===== src/rtl/tsp16_pkg.sv =====
// Shared definitions for the operand fetch stage: default widths and the fetch FSM encoding.
package tsp16_pkg;

    localparam int TSP16_DATA_W = 16;
    localparam int TSP16_REG_AW = 3;
    localparam int TSP16_OP_W   = 4;

    typedef enum logic [1:0] {
        IDLE   = 2'd0,
        READ_A = 2'd1,
        READ_B = 2'd2,
        HOLD   = 2'd3
    } fetch_state_e;

endpackage


===== src/rtl/operand_fetch_if.sv =====
// Decode -> fetch -> execute handshake bundle. The fetch stage sits on the slave modport.
interface operand_fetch_if
    import tsp16_pkg::*;
#(
    parameter int DATA_W = TSP16_DATA_W,
    parameter int REG_AW = TSP16_REG_AW,
    parameter int OP_W   = TSP16_OP_W
) ();

    logic              in_valid;
    logic              in_ready;
    logic [OP_W-1:0]   in_op;
    logic [REG_AW-1:0] in_rs_a;
    logic [REG_AW-1:0] in_rs_b;
    logic [REG_AW-1:0] in_rd;

    logic              out_valid;
    logic              out_ready;
    logic [OP_W-1:0]   out_op;
    logic [REG_AW-1:0] out_rd;
    logic [DATA_W-1:0] out_a;
    logic [DATA_W-1:0] out_b;

    modport slave (
        input  in_valid, in_op, in_rs_a, in_rs_b, in_rd, out_ready,
        output in_ready, out_valid, out_op, out_rd, out_a, out_b
    );

    modport master (
        output in_valid, in_op, in_rs_a, in_rs_b, in_rd, out_ready,
        input  in_ready, out_valid, out_op, out_rd, out_a, out_b
    );

endinterface


===== src/rtl/operand_bypass.sv =====
// Forwards same-cycle writeback data over the register-file read data when the
// register being read is also the one being written.
module operand_bypass
    import tsp16_pkg::*;
#(
    parameter int DATA_W = TSP16_DATA_W,
    parameter int REG_AW = TSP16_REG_AW
) (
    input  logic [REG_AW-1:0] sel_reg,
    input  logic [DATA_W-1:0] rf_data,
    input  logic              wb_write,
    input  logic [REG_AW-1:0] wb_reg,
    input  logic [DATA_W-1:0] wb_data,
    output logic [DATA_W-1:0] data
);

    assign data = (wb_write && (wb_reg == sel_reg)) ? wb_data : rf_data;

endmodule


===== src/rtl/operand_fetch.sv =====
// Operand fetch stage: reads two source registers through a single register-file
// read port, one per cycle, and presents the operand bundle to execute.
module operand_fetch
    import tsp16_pkg::*;
#(
    parameter int DATA_W = TSP16_DATA_W,
    parameter int REG_AW = TSP16_REG_AW,
    parameter int OP_W   = TSP16_OP_W
) (
    input  logic              clk,
    input  logic              reset,
    operand_fetch_if.slave    fetch,
    output logic [REG_AW-1:0] rf_read_reg,
    input  logic [DATA_W-1:0] rf_read_data,
    input  logic              wb_write,
    input  logic [REG_AW-1:0] wb_reg,
    input  logic [DATA_W-1:0] wb_data,
    input  logic              flush
);

    fetch_state_e      state_reg, state_next;
    logic [OP_W-1:0]   op_reg;
    logic [REG_AW-1:0] rs_a_reg, rs_b_reg, rd_reg;

    logic              ready;
    logic              valid;
    logic              accept;
    logic              same_src;
    logic [1:0]        capture_en;
    logic [DATA_W-1:0] bypass_data;
    logic [REG_AW-1:0] src_sel     [2];
    logic [DATA_W-1:0] operand_val [2];

    assign same_src   = (rs_a_reg == rs_b_reg);
    assign src_sel[0] = rs_a_reg;
    assign src_sel[1] = rs_b_reg;

    // Outside READ_B the port parks on rs_a so the select is always defined.
    assign rf_read_reg = (state_reg == READ_B) ? rs_b_reg : rs_a_reg;

    always_ff @(posedge clk) begin
        if (reset) begin
            state_reg <= IDLE;
        end else begin
            state_reg <= state_next;
        end
    end

    always_comb begin
        state_next = state_reg;
        ready      = 1'b0;
        valid      = 1'b0;
        capture_en = 2'b00;
        case (state_reg)
            IDLE: begin
                ready = 1'b1;
                if (fetch.in_valid) state_next = READ_A;
            end
            READ_A: begin
                capture_en = same_src ? 2'b11 : 2'b01;
                state_next = same_src ? HOLD : READ_B;
            end
            READ_B: begin
                capture_en = 2'b10;
                state_next = HOLD;
            end
            HOLD: begin
                valid = 1'b1;
                ready = fetch.out_ready;
                if (fetch.out_ready) state_next = fetch.in_valid ? READ_A : IDLE;
            end
            default: state_next = IDLE;
        endcase
        // A flush wins over every transition, including a same-cycle accept.
        if (flush) state_next = IDLE;
    end

    assign accept = fetch.in_valid && ready && !flush;

    always_ff @(posedge clk) begin
        if (reset) begin
            op_reg   <= '0;
            rs_a_reg <= '0;
            rs_b_reg <= '0;
            rd_reg   <= '0;
        end else if (accept) begin
            op_reg   <= fetch.in_op;
            rs_a_reg <= fetch.in_rs_a;
            rs_b_reg <= fetch.in_rs_b;
            rd_reg   <= fetch.in_rd;
        end
    end

    operand_bypass #(
        .DATA_W (DATA_W),
        .REG_AW (REG_AW)
    ) u_bypass (
        .sel_reg  (rf_read_reg),
        .rf_data  (rf_read_data),
        .wb_write (wb_write),
        .wb_reg   (wb_reg),
        .wb_data  (wb_data),
        .data     (bypass_data)
    );

    // Operand 0 is out_a (rs_a), operand 1 is out_b (rs_b).
    genvar gi;
    generate
        for (gi = 0; gi < 2; gi++) begin : g_operand
            logic [DATA_W-1:0] value_reg;
            logic              refresh_en;

            // A held bundle tracks writebacks to its sources until it is consumed.
            assign refresh_en = valid && !fetch.out_ready && wb_write && (wb_reg == src_sel[gi]);

            always_ff @(posedge clk) begin
                if (reset) begin
                    value_reg <= '0;
                end else if (capture_en[gi]) begin
                    value_reg <= bypass_data;
                end else if (refresh_en) begin
                    value_reg <= wb_data;
                end
            end

            assign operand_val[gi] = value_reg;
        end
    endgenerate

    assign fetch.in_ready  = ready;
    assign fetch.out_valid = valid;
    assign fetch.out_op    = op_reg;
    assign fetch.out_rd    = rd_reg;
    assign fetch.out_a     = operand_val[0];
    assign fetch.out_b     = operand_val[1];

endmodule


===== src/flat_wrapper.sv =====
// flat-port wrapper written by rule: the top's interface ports become plain ports
module operand_fetch_flat import tsp16_pkg::*;
#(
    parameter int DATA_W = TSP16_DATA_W,
    parameter int REG_AW = TSP16_REG_AW,
    parameter int OP_W   = TSP16_OP_W
)
  (clk, reset, rf_read_reg, rf_read_data, wb_write, wb_reg, wb_data, flush, fetch_in_valid, fetch_in_op, fetch_in_rs_a, fetch_in_rs_b, fetch_in_rd, fetch_out_ready, fetch_in_ready, fetch_out_valid, fetch_out_op, fetch_out_rd, fetch_out_a, fetch_out_b);
  operand_fetch_if #(.DATA_W(DATA_W), .REG_AW(REG_AW), .OP_W(OP_W)) fetch_i ();
  input  logic clk;
  input  logic reset;
  output logic [REG_AW-1:0] rf_read_reg;
  input  logic [DATA_W-1:0] rf_read_data;
  input  logic wb_write;
  input  logic [REG_AW-1:0] wb_reg;
  input  logic [DATA_W-1:0] wb_data;
  input  logic flush;
  input wire logic [$bits(fetch_i.in_valid)-1:0] fetch_in_valid;
  input wire logic [$bits(fetch_i.in_op)-1:0] fetch_in_op;
  input wire logic [$bits(fetch_i.in_rs_a)-1:0] fetch_in_rs_a;
  input wire logic [$bits(fetch_i.in_rs_b)-1:0] fetch_in_rs_b;
  input wire logic [$bits(fetch_i.in_rd)-1:0] fetch_in_rd;
  input wire logic [$bits(fetch_i.out_ready)-1:0] fetch_out_ready;
  output wire logic [$bits(fetch_i.in_ready)-1:0] fetch_in_ready;
  output wire logic [$bits(fetch_i.out_valid)-1:0] fetch_out_valid;
  output wire logic [$bits(fetch_i.out_op)-1:0] fetch_out_op;
  output wire logic [$bits(fetch_i.out_rd)-1:0] fetch_out_rd;
  output wire logic [$bits(fetch_i.out_a)-1:0] fetch_out_a;
  output wire logic [$bits(fetch_i.out_b)-1:0] fetch_out_b;
  assign fetch_i.in_valid = fetch_in_valid;
  assign fetch_i.in_op = fetch_in_op;
  assign fetch_i.in_rs_a = fetch_in_rs_a;
  assign fetch_i.in_rs_b = fetch_in_rs_b;
  assign fetch_i.in_rd = fetch_in_rd;
  assign fetch_i.out_ready = fetch_out_ready;
  assign fetch_in_ready = fetch_i.in_ready;
  assign fetch_out_valid = fetch_i.out_valid;
  assign fetch_out_op = fetch_i.out_op;
  assign fetch_out_rd = fetch_i.out_rd;
  assign fetch_out_a = fetch_i.out_a;
  assign fetch_out_b = fetch_i.out_b;
  operand_fetch #(.DATA_W(DATA_W), .REG_AW(REG_AW), .OP_W(OP_W)) u_core (.clk(clk), .reset(reset), .fetch(fetch_i), .rf_read_reg(rf_read_reg), .rf_read_data(rf_read_data), .wb_write(wb_write), .wb_reg(wb_reg), .wb_data(wb_data), .flush(flush));
endmodule

===== config.mk =====
export PLATFORM = sky130hd
export DESIGN_NAME = operand_fetch_flat
export DESIGN_NICKNAME = d
export VERILOG_FILES = /design/src/rtl/tsp16_pkg.sv /design/src/rtl/operand_fetch_if.sv /design/src/rtl/operand_bypass.sv /design/src/rtl/operand_fetch.sv /design/src/flat_wrapper.sv
export SDC_FILE = /design/constraint.sdc
export NUM_CORES = 1
export LEC_CHECK = 0
export CORE_UTILIZATION = 44
export DETAILED_ROUTE_END_ITERATION = 8
export GPL_ROUTABILITY_DRIVEN = 0
export PLACE_DENSITY = 0.89
export SETUP_SLACK_MARGIN = 0.4
export SKIP_CTS_REPAIR_TIMING = 1
export SLEW_MARGIN = 0
export SYNTH_ARGS = -nofsm -noshare
export SYNTH_HDL_FRONTEND = slang
export SYNTH_SLANG_ARGS = --single-unit

===== constraint.sdc =====
create_clock -name clk -period 2.82 [get_ports clk]
set_clock_uncertainty 0.2 [all_clocks]
set_input_delay 0.564 -clock clk [delete_from_list [all_inputs] [get_ports clk]]
set_output_delay 0.564 -clock clk [all_outputs]
set_load 0.03 [all_outputs]

==> flow_summary.yaml <==
outcome:
  outcome: "finished clean"
synth:
  synthSimpleGateAreaFrac: 0.154
  synthCells: 256
  ys_seq_area_frac: 0.382
  ys_ff_latch: 47
  synth_top_area_share: 0.382
  yosysUniqueCellTypes: 27
  synth_top_family_by_area: "multiplexers"
  yosys-top-cells-area: "dfxtp_1 38%, mux2i_1 10%, a211oi_1 9.7%"
  synth_fa_ha_area_frac: 0.0254
  netlist.top_cell.by_area: "dfxtp_1"
  synth-compound-area-share: 0.167
  syn_area_sq_mm: 0.00247
  synthXorXnorAreaFrac: 0.0426
  avgSynthCellArea_sq_um: 9.63
  synth_mux_area_frac: 0.175
  yosys_warnings: 0
  synth_fp_nets: 315
clock_tree:
  cts.clk_slew.worst_paths_ps: 80
  numCtsBuffers: 5
  h-tree-depth: 2
  cts_tree: "built"
  clock_sinks: 47
  clock_latency_ps: 290
  cts_root_buffer: "clkbuf_8"
  cts_buffer_depth: 2
final_layout:
  final_area_sq_mm: 0.00364
  nets: 407
  drive_above_1_share: 0.121
  most-common-layout-cells: "91 x clkdlybuf4s50_1, 46 x dfxtp_1, 32 x a211oi_1"
  area_growth_pct: 47.4
  filler_cell_count: 407
  mostFrequentLayoutCell: "clkdlybuf4s50_1"
  num_antenna_cells: 0
job:
  drv_cap: 0
die:
  io_pins: 98
  initial_core_util: 0.471
  dieWidth_um: 76.9
  chipHeight_um: 76.9
  rows: 26
  core-area_sq_mm: 0.00524
  die-area_sq_mm: 0.00591
setup_path:
  arrival_ps: 2330
  slowest_delay_ps: 480
  worstSetupPathType: "input pin to flop"
  critPathMaxFanout: 8
  required_ps: 2750
  startpoint_type: "input pin"
  setup.worst_path.end_class: "flop"
  slowest_stage: "clkdlybuf4s50_1"
  path_delay_family: "buffers and inverters"
  path_buf_inv: 2
  path_cells: "clkdlybuf4s50_1 -> nand3b_4 -> nor4_4 -> buf_4 -> mux2_2 -> nor2_1 -> a211oi_1"
global_routing:
  grt_pass1_vias: 2205
  antenna_found_initial: 0
  grt-busiest-layer: "met2"
  grt_pass1_wl_um: 10400
  overflow: 0
  grt.total_usage: 0.218
  use_met1: 0.268
  grt_start_max_net_pins: 48
  grt_use_met2: 0.385
  met3_usage: 0.0405
timing:
  finalHoldViolations: 0
  max_freq_mhz: 418
  tightest_slew_ps: 855
  finalSetupTns_ps: 0
  period_minus_slack_ps: 2390
  setup_ws_ps: 426
  rsz0062_at_grt: "true"
  finalSetupViolations: 0
  slew_headroom: 0.430
  period_share: 0.849
  slew_viol_final: 0
power_and_ir_drop:
  ir_drop_mv: 0.338
  p_sw_frac: 0.292
  total_power_mw: 1.49
  p_clk_frac: 0.254
  p_int_mw: 1.06
  power.switching_mw: 0.436
  p_per_area_mw_per_mm2: 411
  p_leak_nw: 1.39
  p_comb_frac: 0.263
  seqPwrFrac: 0.484
place:
  placed_cell_area_sq_mm: 0.00350
  pre_cts_ws_ps: 134
  dp_hpwl_um: 4480
  port_buffers: 97
route:
  drtPass1Iterations: 4
  vias_per_cell: 5.46
  drc: 0
  drt-initial-drc-count: 89
  drtAntennaViolNets: 0
  wl_um: 6340
  vias: 2276
  wl_per_cell_um: 15.2
min_path:
  hp-class: "flop to flop"
## stage by stage
stage | utilization | hold WS (ps) | std cells
final | 0.694 | 298 | 417
after global routing | 0.694 | 327 | 417
after CTS | 0.683 | 304 | 417
after detailed placement | 0.669 | 289 | 411
after global placement | 0.669 | 275 | 411
after floorplan | - | 321 | 256
## layer usage
metal  wire (um)  part of all wire
met1        2790              0.44
met5           0                 0
met3         321             0.051
met4          51            0.0080
met2        3180              0.50
## cell usage after synthesis, drive strengths merged
master   count
a21oi        3
a311oi      16
xnor2        3
dfxtp       47
xor2         9
inv          6
nand3b       1
clkbuf      10
nor2        31
a2111oi      1
nor3         1
buf          9
mux2        16
nor2b       18
mux2i       25
nor4         3
and4         1
ha           5
a211oi      32
nand4        1
nand2       17
a41oi        1
## cells by family (layout without fill, tap and decap cells)
logic type / count (synthesis) / in the layout
flops: 47 / 47
compound gates: 53 / 53
simple gates: 73 / 73
buf+inv: 25 / 116
fa+ha+maj: 5 / 5
xor+xnor: 12 / 12
mux: 41 / 41
## power by group through the flow
stage               registers, mW  clock network [mW]  logic [mW]
finish                      0.722               0.379       0.392
global route                0.727               0.422       0.419
CTS                         0.721               0.393       0.388
detailed placement          0.736                   0       0.387
global placement            0.734                   0       0.377
floorplan                   0.787                   0       0.155
## final timing paths
| kind | slack (ps) | cells past startpoint | startpoint | to |
|---|---|---|---|---|
| max | 430 | 7 | fetch_out_ready | u_core.fetch.out_a[11] |
| min | 300 | 2 | u_core.fetch.out_op[3] | u_core.fetch.out_op[3] |
| max reg2reg | 470 | 7 | u_core.state_reg[1] | u_core.fetch.out_a[11] |
| min reg2reg | 300 | 2 | u_core.fetch.out_op[3] | u_core.fetch.out_op[3] |
## worst min-delay path: stages, from the launching register on
cell and delay (ps):
dfxtp_1 330, mux2i_1 60, nor2_1 70
## cell type report
type	count	area (sq um)	area share
multi-input cells	184	1450	0.400
clock inverters	1	7.51	0.00206
clock buffers	5	68.8	0.0189
repair buffers	104	1050	0.290
inverters	6	22.5	0.00619
well taps	70	87.6	0.0241
flip-flops and latches	47	942	0.259
(Power assumes the default switching activity.)
